$ cat config.mk
export PLATFORM = sky130hd
export DESIGN_NAME = inventory_store
export DESIGN_NICKNAME = d
export VERILOG_FILES = /design/src/rtl/inventory_store.sv
export SDC_FILE = /design/constraint.sdc
export NUM_CORES = 2
export LEC_CHECK = 0
export ABC_AREA = 1
export ABC_CLOCK_PERIOD_IN_PS = 10670
export CAP_MARGIN = 20
export CORE_ASPECT_RATIO = 2
export CORE_MARGIN = 2
export CORE_UTILIZATION = 65
export CTS_BUF_LIST = sky130_fd_sc_hd__clkbuf_4
export CTS_CLUSTER_SIZE = 8
export DETAILED_ROUTE_END_ITERATION = 6
export DONT_BUFFER_PORTS = 1
export PLACE_DENSITY_LB_ADDON = 0.08
export SETUP_SLACK_MARGIN = 0.3
export SYNTH_ARGS = -nofsm -noshare
export SYNTH_HDL_FRONTEND = slang
export SYNTH_SLANG_ARGS = --single-unit
$ cat constraint.sdc
create_clock -name clk -period 10.67 [get_ports clk]
set_input_delay 2.134 -clock clk [delete_from_list [all_inputs] [get_ports clk]]
set_output_delay 2.134 -clock clk [all_outputs]
set_load 0.01 [all_outputs]
$ cat src/rtl/inventory_store.sv
// Per-item quantity store. Each request is served as one read-modify-write on an internal RAM.
// The RAM is cleared by a full address sweep after every reset.
//
// state | meaning
// INIT  | sweeping zeros into the RAM, one address per cycle
// IDLE  | ready to accept a request; RAM read issued on accept
// READ  | RAM read data settling into rd_data_q
// CALC  | new quantity/status computed, write-back performed
// RESP  | response presented until the requester takes it
module inventory_store #(
  parameter int ADDR_W = 8,
  parameter int DATA_W = 8
) (
  input  logic              clk,
  input  logic              rst,
  input  logic              req_valid,
  output logic              req_ready,
  input  logic [1:0]        req_op,
  input  logic [ADDR_W-1:0] req_code,
  input  logic [DATA_W-1:0] req_quant,
  output logic              resp_valid,
  input  logic              resp_ready,
  output logic [DATA_W-1:0] resp_quant,
  output logic [1:0]        resp_status,
  output logic              init_done
);

  localparam int DEPTH = 2 ** ADDR_W;

  localparam logic [1:0] OP_QUERY = 2'b00;
  localparam logic [1:0] OP_ADD   = 2'b01;
  localparam logic [1:0] OP_REM   = 2'b10;
  localparam logic [1:0] OP_OVR   = 2'b11;

  localparam logic [1:0] ST_OK    = 2'b00;
  localparam logic [1:0] ST_SAT   = 2'b01;
  localparam logic [1:0] ST_INSUF = 2'b10;

  typedef enum logic [2:0] {
    S_INIT,
    S_IDLE,
    S_READ,
    S_CALC,
    S_RESP
  } state_t;

  state_t            state_q, state_d;
  logic [ADDR_W-1:0] cnt_q, cnt_d;
  logic [1:0]        op_q, op_d;
  logic [ADDR_W-1:0] code_q, code_d;
  logic [DATA_W-1:0] quant_q, quant_d;
  logic [DATA_W-1:0] resp_quant_q, resp_quant_d;
  logic [1:0]        resp_status_q, resp_status_d;
  logic              init_done_q, init_done_d;

  logic [DATA_W-1:0] mem [DEPTH];
  logic [DATA_W-1:0] rd_data_q;
  logic              wr_en;
  logic [ADDR_W-1:0] wr_addr;
  logic [DATA_W-1:0] wr_data;
  logic              rd_en;
  logic [DATA_W:0]   sum;

  always_ff @(posedge clk or posedge rst) begin
    if (rst) begin
      state_q       <= S_INIT;
      cnt_q         <= '0;
      op_q          <= OP_QUERY;
      code_q        <= '0;
      quant_q       <= '0;
      resp_quant_q  <= '0;
      resp_status_q <= ST_OK;
      init_done_q   <= 1'b0;
    end else begin
      state_q       <= state_d;
      cnt_q         <= cnt_d;
      op_q          <= op_d;
      code_q        <= code_d;
      quant_q       <= quant_d;
      resp_quant_q  <= resp_quant_d;
      resp_status_q <= resp_status_d;
      init_done_q   <= init_done_d;
    end
  end

  always_comb begin
    state_d       = state_q;
    cnt_d         = cnt_q;
    op_d          = op_q;
    code_d        = code_q;
    quant_d       = quant_q;
    resp_quant_d  = resp_quant_q;
    resp_status_d = resp_status_q;
    init_done_d   = init_done_q;
    wr_en         = 1'b0;
    wr_addr       = cnt_q;
    wr_data       = '0;
    rd_en         = 1'b0;
    sum           = {1'b0, rd_data_q} + {1'b0, quant_q};

    case (state_q)
      S_INIT: begin
        wr_en = 1'b1;
        cnt_d = cnt_q + 1'b1;
        if (&cnt_q) begin
          state_d     = S_IDLE;
          init_done_d = 1'b1;
        end
      end
      S_IDLE: begin
        if (req_valid) begin
          op_d    = req_op;
          code_d  = req_code;
          quant_d = req_quant;
          rd_en   = 1'b1;
          state_d = S_READ;
        end
      end
      S_READ: state_d = S_CALC;
      S_CALC: begin
        wr_addr       = code_q;
        resp_status_d = ST_OK;
        resp_quant_d  = rd_data_q;
        case (op_q)
          OP_ADD: begin
            wr_en = 1'b1;
            if (sum[DATA_W]) begin
              wr_data       = '1;
              resp_status_d = ST_SAT;
            end else begin
              wr_data = sum[DATA_W-1:0];
            end
            resp_quant_d = wr_data;
          end
          OP_REM: begin
            // Insufficient stock leaves the RAM untouched and reports what is there.
            if (quant_q > rd_data_q) begin
              resp_status_d = ST_INSUF;
            end else begin
              wr_en        = 1'b1;
              wr_data      = rd_data_q - quant_q;
              resp_quant_d = wr_data;
            end
          end
          OP_OVR: begin
            wr_en        = 1'b1;
            wr_data      = quant_q;
            resp_quant_d = quant_q;
          end
          default: ;
        endcase
        state_d = S_RESP;
      end
      S_RESP: begin
        if (resp_ready) state_d = S_IDLE;
      end
      default: state_d = S_INIT;
    endcase
  end

  always_ff @(posedge clk) begin
    if (wr_en) mem[wr_addr] <= wr_data;
    if (rd_en) rd_data_q <= mem[req_code];
  end

  assign req_ready   = (state_q == S_IDLE);
  assign resp_valid  = (state_q == S_RESP);
  assign resp_quant  = resp_quant_q;
  assign resp_status = resp_status_q;
  assign init_done   = init_done_q;

endmodule

; Word level (Yosys, flattened, before mapping)
; Memories as Yosys holds them, arrays and structs flattened. A register that Yosys moved wholly into a read port is not among the register bits.
; Cells that the tools add are included.
[totals]
mem_bits_rw = 2048
word_cells = 50
reg_bits = 40
mem_count = 1
inputBits = 22
[classes]
n_reduce_logical = 6
n_addsub = 3
muxes = 21
n_eq_ne = 10
order_cmp = 1
[mem_list]
columns = name, words, width, rd, rd_ports_with_merged_regs, write_ports, line_no
row1 = mem, 256, 8, 1, 1, 1, 56  ; logic [DATA_W-1:0] mem [DEPTH];
[ops]
columns = cell, count
row1 = case mux 8 bit (3 select lines), 2
row2 = 2-to-1 mux 8 bit, 5
row3 = case mux 3 bit (5 select lines), 1
row4 = adder 8 x 8 -> 9 bit, 1
row5 = 2-to-1 mux 3 bit, 3
row6 = AND reduction 9 bit, 1
row7 = adder 8 x 1 -> 8 bit (second input constant), 1
row8 = > comparator 8 bit, 1
row9 = AND reduction 8 bit, 1
row10 = subtractor 8 bit, 1
row11 = equality test 3 x 2 -> 1 bit (second input constant), 2
row12 = 2-to-1 mux 1 bit, 6
row13 = equality test 2 bit (second input constant), 2
row14 = != test 2 bit (second input constant), 2
row15 = case mux 1 bit (2 select lines), 2
row16 = case mux 2 bit (2 select lines), 1
row17 = equality test 3 x 1 -> 1 bit (second input constant), 1
row18 = equality test 3 bit (second input constant), 1
row19 = zero test 3 bit, 1
row20 = AND reduction 3 bit, 1
row21 = equality test 2 x 1 -> 1 bit (second input constant), 1
row22 = 2-to-1 mux 2 bit, 1
row23 = != test 2 x 1 -> 1 bit (second input constant), 1
row24 = AND reduction 2 bit, 1
row25 = OR reduction 2 bit, 1

; Depth between registers and ports, before layout
[logic_depth]
ltp_word = 6
ltp_mapped = 15

; Worst setup path before layout
; OpenSTA, ideal clock, no wires.
[synth_path]
path_type = reg2reg
from = register quant_q[0]
to = memory mem[0][4], data pin
arrival_ns = 7.611
t_required_ns = 9.274
path_slack_ns = 1.663
setup_time_ns = 1.396
n_path_buf = 0
stages_incl_launch_ff = 11
cell_sequence = dfrtp_1 > ha_1 > fa_1 > nand3b_1 > nand2_1 > nand3_1 > nand2_1 > nand2_2 > nor2_1 > nor2_1 > nor2_1
[synth_between]
elab_chain_cells = 4
elab_cells_between_ends = 7
cone_classes = 2 x add/sub / 1 x order compare / 4 x mux
[synth_rtl]
columns = element, line_no
row1 = "start, declared", 51  ; logic [DATA_W-1:0] quant_q, quant_d;
row2 = "start signal, assigned", 79  ; quant_q <= quant_d;
row3 = subtractor 8 bit (tied with other cells), 141  ; wr_data = rd_data_q - quant_q;
row4 = 2-to-1 mux 8 bit (on tied branches), "137, 127"
row5 = case mux 8 bit (3 select lines) (*), 124  ; case (op_q)
row6 = 2-to-1 mux 8 bit (*), 101  ; case (state_q)
row7 = net wr_data[4], 60  ; logic [DATA_W-1:0] wr_data;
row8 = "end, declared", 56
; Mark *: on every way through the listed nets, which the timed path passes. The rest lies on a longest branch.

==> impl_metrics.json <==
{
  "ys_seq_area_share_pct": 73.18,
  "ant_nets": 0,
  "skew_ns": 0.06667,
  "cts_max_level": 5,
  "cts_made_buffers": 439,
  "max_freq_mhz": 123.7,
  "relSlewSlack_pct": -136.6,
  "synth-async-reset-ratio_pct": 1.908,
  "antenna_found_initial": 6,
  "hold_buffers": 0,
  "viasPerCell": 6.258,
  "rrSetupSlack_ns": 5.18,
  "worst_slack_ns": 2.583,
  "synth_edf_count": 2056,
  "io_buffer_count": 0,
  "crit_arrival_ns": 9.11,
  "violations": "design-rule violations, max-slew violations",
  "power_density_mw_per_mm2": 186.3,
  "whs_ns": 0.4704,
  "grt_max_degree": 1026,
  "final_common_cell": "nand2_1",
  "status": "complete, but fails checks",
  "cpMostUsedCell": "nand3_1",
  "clockRootBuffer": "clkbuf_4",
  "period_needed_ns": 8.087,
  "dpl-instance-area_mm2": 0.08636,
  "cts.sinks": 2096,
  "max-cap-violations": 0,
  "synth_flop_cell": "edfxtp_1",
  "synth_cell_types": 39,
  "fin_nets": 7374,
  "wl_um": 236000,
  "reg2reg_depth": 13,
  "worst_pin_slew_ns": 3.549,
  "drt_iter0_drc": 6815,
  "setup_violations": 0,
  "die_area_mm2": 0.1350,
  "hpwl_um": 128100,
  "drive_above_1_share_pct": 9.672,
  "synth.avg_cell_area_um2": 11.68,
  "path_cells": "inv_8 > buf_12 > buf_12 > nand2_1 > nand3_1 > nand3_1 > nand3_1 > nand3_1 > nand3_1 > nand3_1 > nand2_1 > nand2_1 > nand2_1",
  "total_power_mw": 17.08,
  "holdPathStages": 1,
  "die_h_um": 517.6,
  "wl_per_cell_um": 25.28,
  "mostFrequentLayoutCells": "2,195 x nand2_1, 2,056 x edfxtp_1, 2,035 x nand3_1",
  "worstSkewPairLatency_ns": 1.18,
  "worstSetupPathType": "in2reg",
  "synthToLayoutAreaGrowth_pct": 6.972,
  "p_leak_nw": 33.30,
  "core-area_mm2": 0.1310,
  "grt_pass1_vias": 57640,
  "vias": 58430,
  "drc": 1,
  "required_ns": 11.69,
  "critPathCaptureType": "register",
  "grt_usage_pct": 34.95,
  "first_pass_iters": 7,
  "cts_tree": "done",
  "start_kind": "input port",
  "path_max_fanout": 1025,
  "syn_inst": 7341,
  "initial_core_util_pct": 65.44,
  "dp_slack_ns": 4.136,
  "fin_area_mm2": 0.09171,
  "slowest_delay_ns": 2.10,
  "synth-warning-count": 0,
  "synth_nets": 7386,
  "ios": 35,
  "clockBufferDepth": 4,
  "syn_area_mm2": 0.08573,
  "grt.overflow.total": 0,
  "hold_path.class": "reg2reg",
  "grt_pass1_wl_um": 347400,
  "place_congestion": 0.9129,
  "n_fill_cell": 9312,
  "final-max-slew-violation-count": 1132,
  "post-cts-setup-buffers": 0,
  "cp_slowest_cell": "inv_8",
  "die_w_um": 260.8,
  "ys_ff_latch": 2096,
  "hold_violations": 0,
  "post_cts_resized": 0,
  "finalCritPeriodShare_pct": 75.79,
  "rsz0062_at_grt": "no",
  "path_clk_slew_ns": 0.08,
  "core.rowCount": 188,
  "ir_drop_mv": 0.1382,
  "finalSetupTns_ns": 0
}
-- worst max-delay path, delay by kind of cell --
kind          cells  cell delay (ns)
buf+inv           3             3.21
simple gates     10             1.71
-- power by group --
group / internal (mW) / total [mW] / switching, mW / leakage (nW)
registers: 9.25 / 9.36 / 0.104 / 20.1
logic: 0.440 / 1.91 / 1.47 / 10.1
clock network: 2.86 / 5.81 / 2.95 / 3.18
-- per-layer routing --
| layer | global-route usage (%) | wire length, um | vias up |
|---|---|---|---|
| met1 | 40.50 | 78770 | 28230 |
| met4 | 25.00 | 18200 | 0 |
| met3 | 6.015 | 20150 | 753 |
| li1 | - | - | 26190 |
| met5 | 0 | 0 | - |
| met2 | 58.58 | 118900 | 3266 |
-- per-stage QoR --
step | utilization (%) | std cells
after floorplan | - | 7341
after global placement | 65.88 | 8596
after detailed placement | 65.91 | 8598
after CTS | 69.98 | 9330
after global routing | 69.99 | 9333
final | 70.00 | 9338
-- kinds of logic (layout without fill, tap and decap cells) --
group,count (synthesis),in the layout,synth area share [%]
and+or+nand+nor,4561,4561,23.07
other,0,8,0
adders and majority gates,23,23,0.3532
DFF,2096,2096,73.18
buffers and inverters,570,849,2.738
xor gates and xnor gates,16,16,0.1635
AOI/OAI and AO/OA,75,75,0.4947
-- cell usage after synthesis (2+ instances only) --
library cell | count | share of area, %
nand2_1 | 2201 | 9.6
edfxtp_1 | 2056 | 72
nand3_1 | 2035 | 12
clkbuf_1 | 328 | 1.4
nor2_1 | 302 | 1.3
buf_2 | 97 | 0.57
inv_1 | 68 | 0.30
buf_1 | 56 | 0.25
o21ai_0 | 41 | 0.24
dfrtp_1 | 40 | 1.2
ha_1 | 21 | 0.31
xor2_1 | 14 | 0.14
a21oi_1 | 13 | 0.076
buf_6 | 11 | 0.14
nand2_4 | 10 | 0.13
inv_2 | 6 | 0.026
o21ai_1 | 5 | 0.029
clkinv_1 | 3 | 0.013
nand4_1 | 3 | 0.022
o211ai_1 | 3 | 0.026
o21bai_1 | 3 | 0.026
a22oi_1 | 2 | 0.018
a31oi_1 | 2 | 0.015
fa_1 | 2 | 0.047
nand2_2 | 2 | 0.015
nor2_2 | 2 | 0.015
nor4_1 | 2 | 0.015
xnor2_1 | 2 | 0.020
-- sequential cells by signal (all words and copies together) (netlist names) --
| register | count |
|---|---|
| mem | 2048 |
| op_q | 2 |
| quant_q | 8 |
| cnt_q | 8 |
| resp_quant | 8 |
| init_done | 1 |
| resp_status | 2 |
| state_q | 3 |
| rd_data_q | 8 |
| code_q | 8 |
-- final timing paths --
kind,endpoint,start
worst max register to register,mem[254][0]$_DFFE_PP_,rd_data_q[0]$_DFFE_PP_
worst min-delay path,cnt_q[7]$_DFFE_PP0P_,cnt_q[7]$_DFFE_PP0P_
max in group asynchronous,code_q[6]$_DFFE_PP0P_,rst
min in group asynchronous,resp_quant[7]$_DFFE_PP0P_,rst
worst max-delay path,rd_data_q[3]$_DFFE_PP_,req_code[0]
worst min register to register,cnt_q[7]$_DFFE_PP0P_,cnt_q[7]$_DFFE_PP0P_
-- layout make-up --
type / count / area [um^2] / share of cell area, %
multi-input combinational: 4675 / 20680 / 22.55
inverter: 77 / 359.1 / 0.3916
clock buffer: 631 / 4737 / 5.165
clock inverter: 101 / 598.1 / 0.6521
sequential: 2096 / 62740 / 68.41
tap: 1710 / 2140 / 2.333
antenna: 8 / 20.02 / 0.02183
timing repair buffer: 40 / 437.9 / 0.4775
Note: power is estimated with default switching activity, not from simulation.
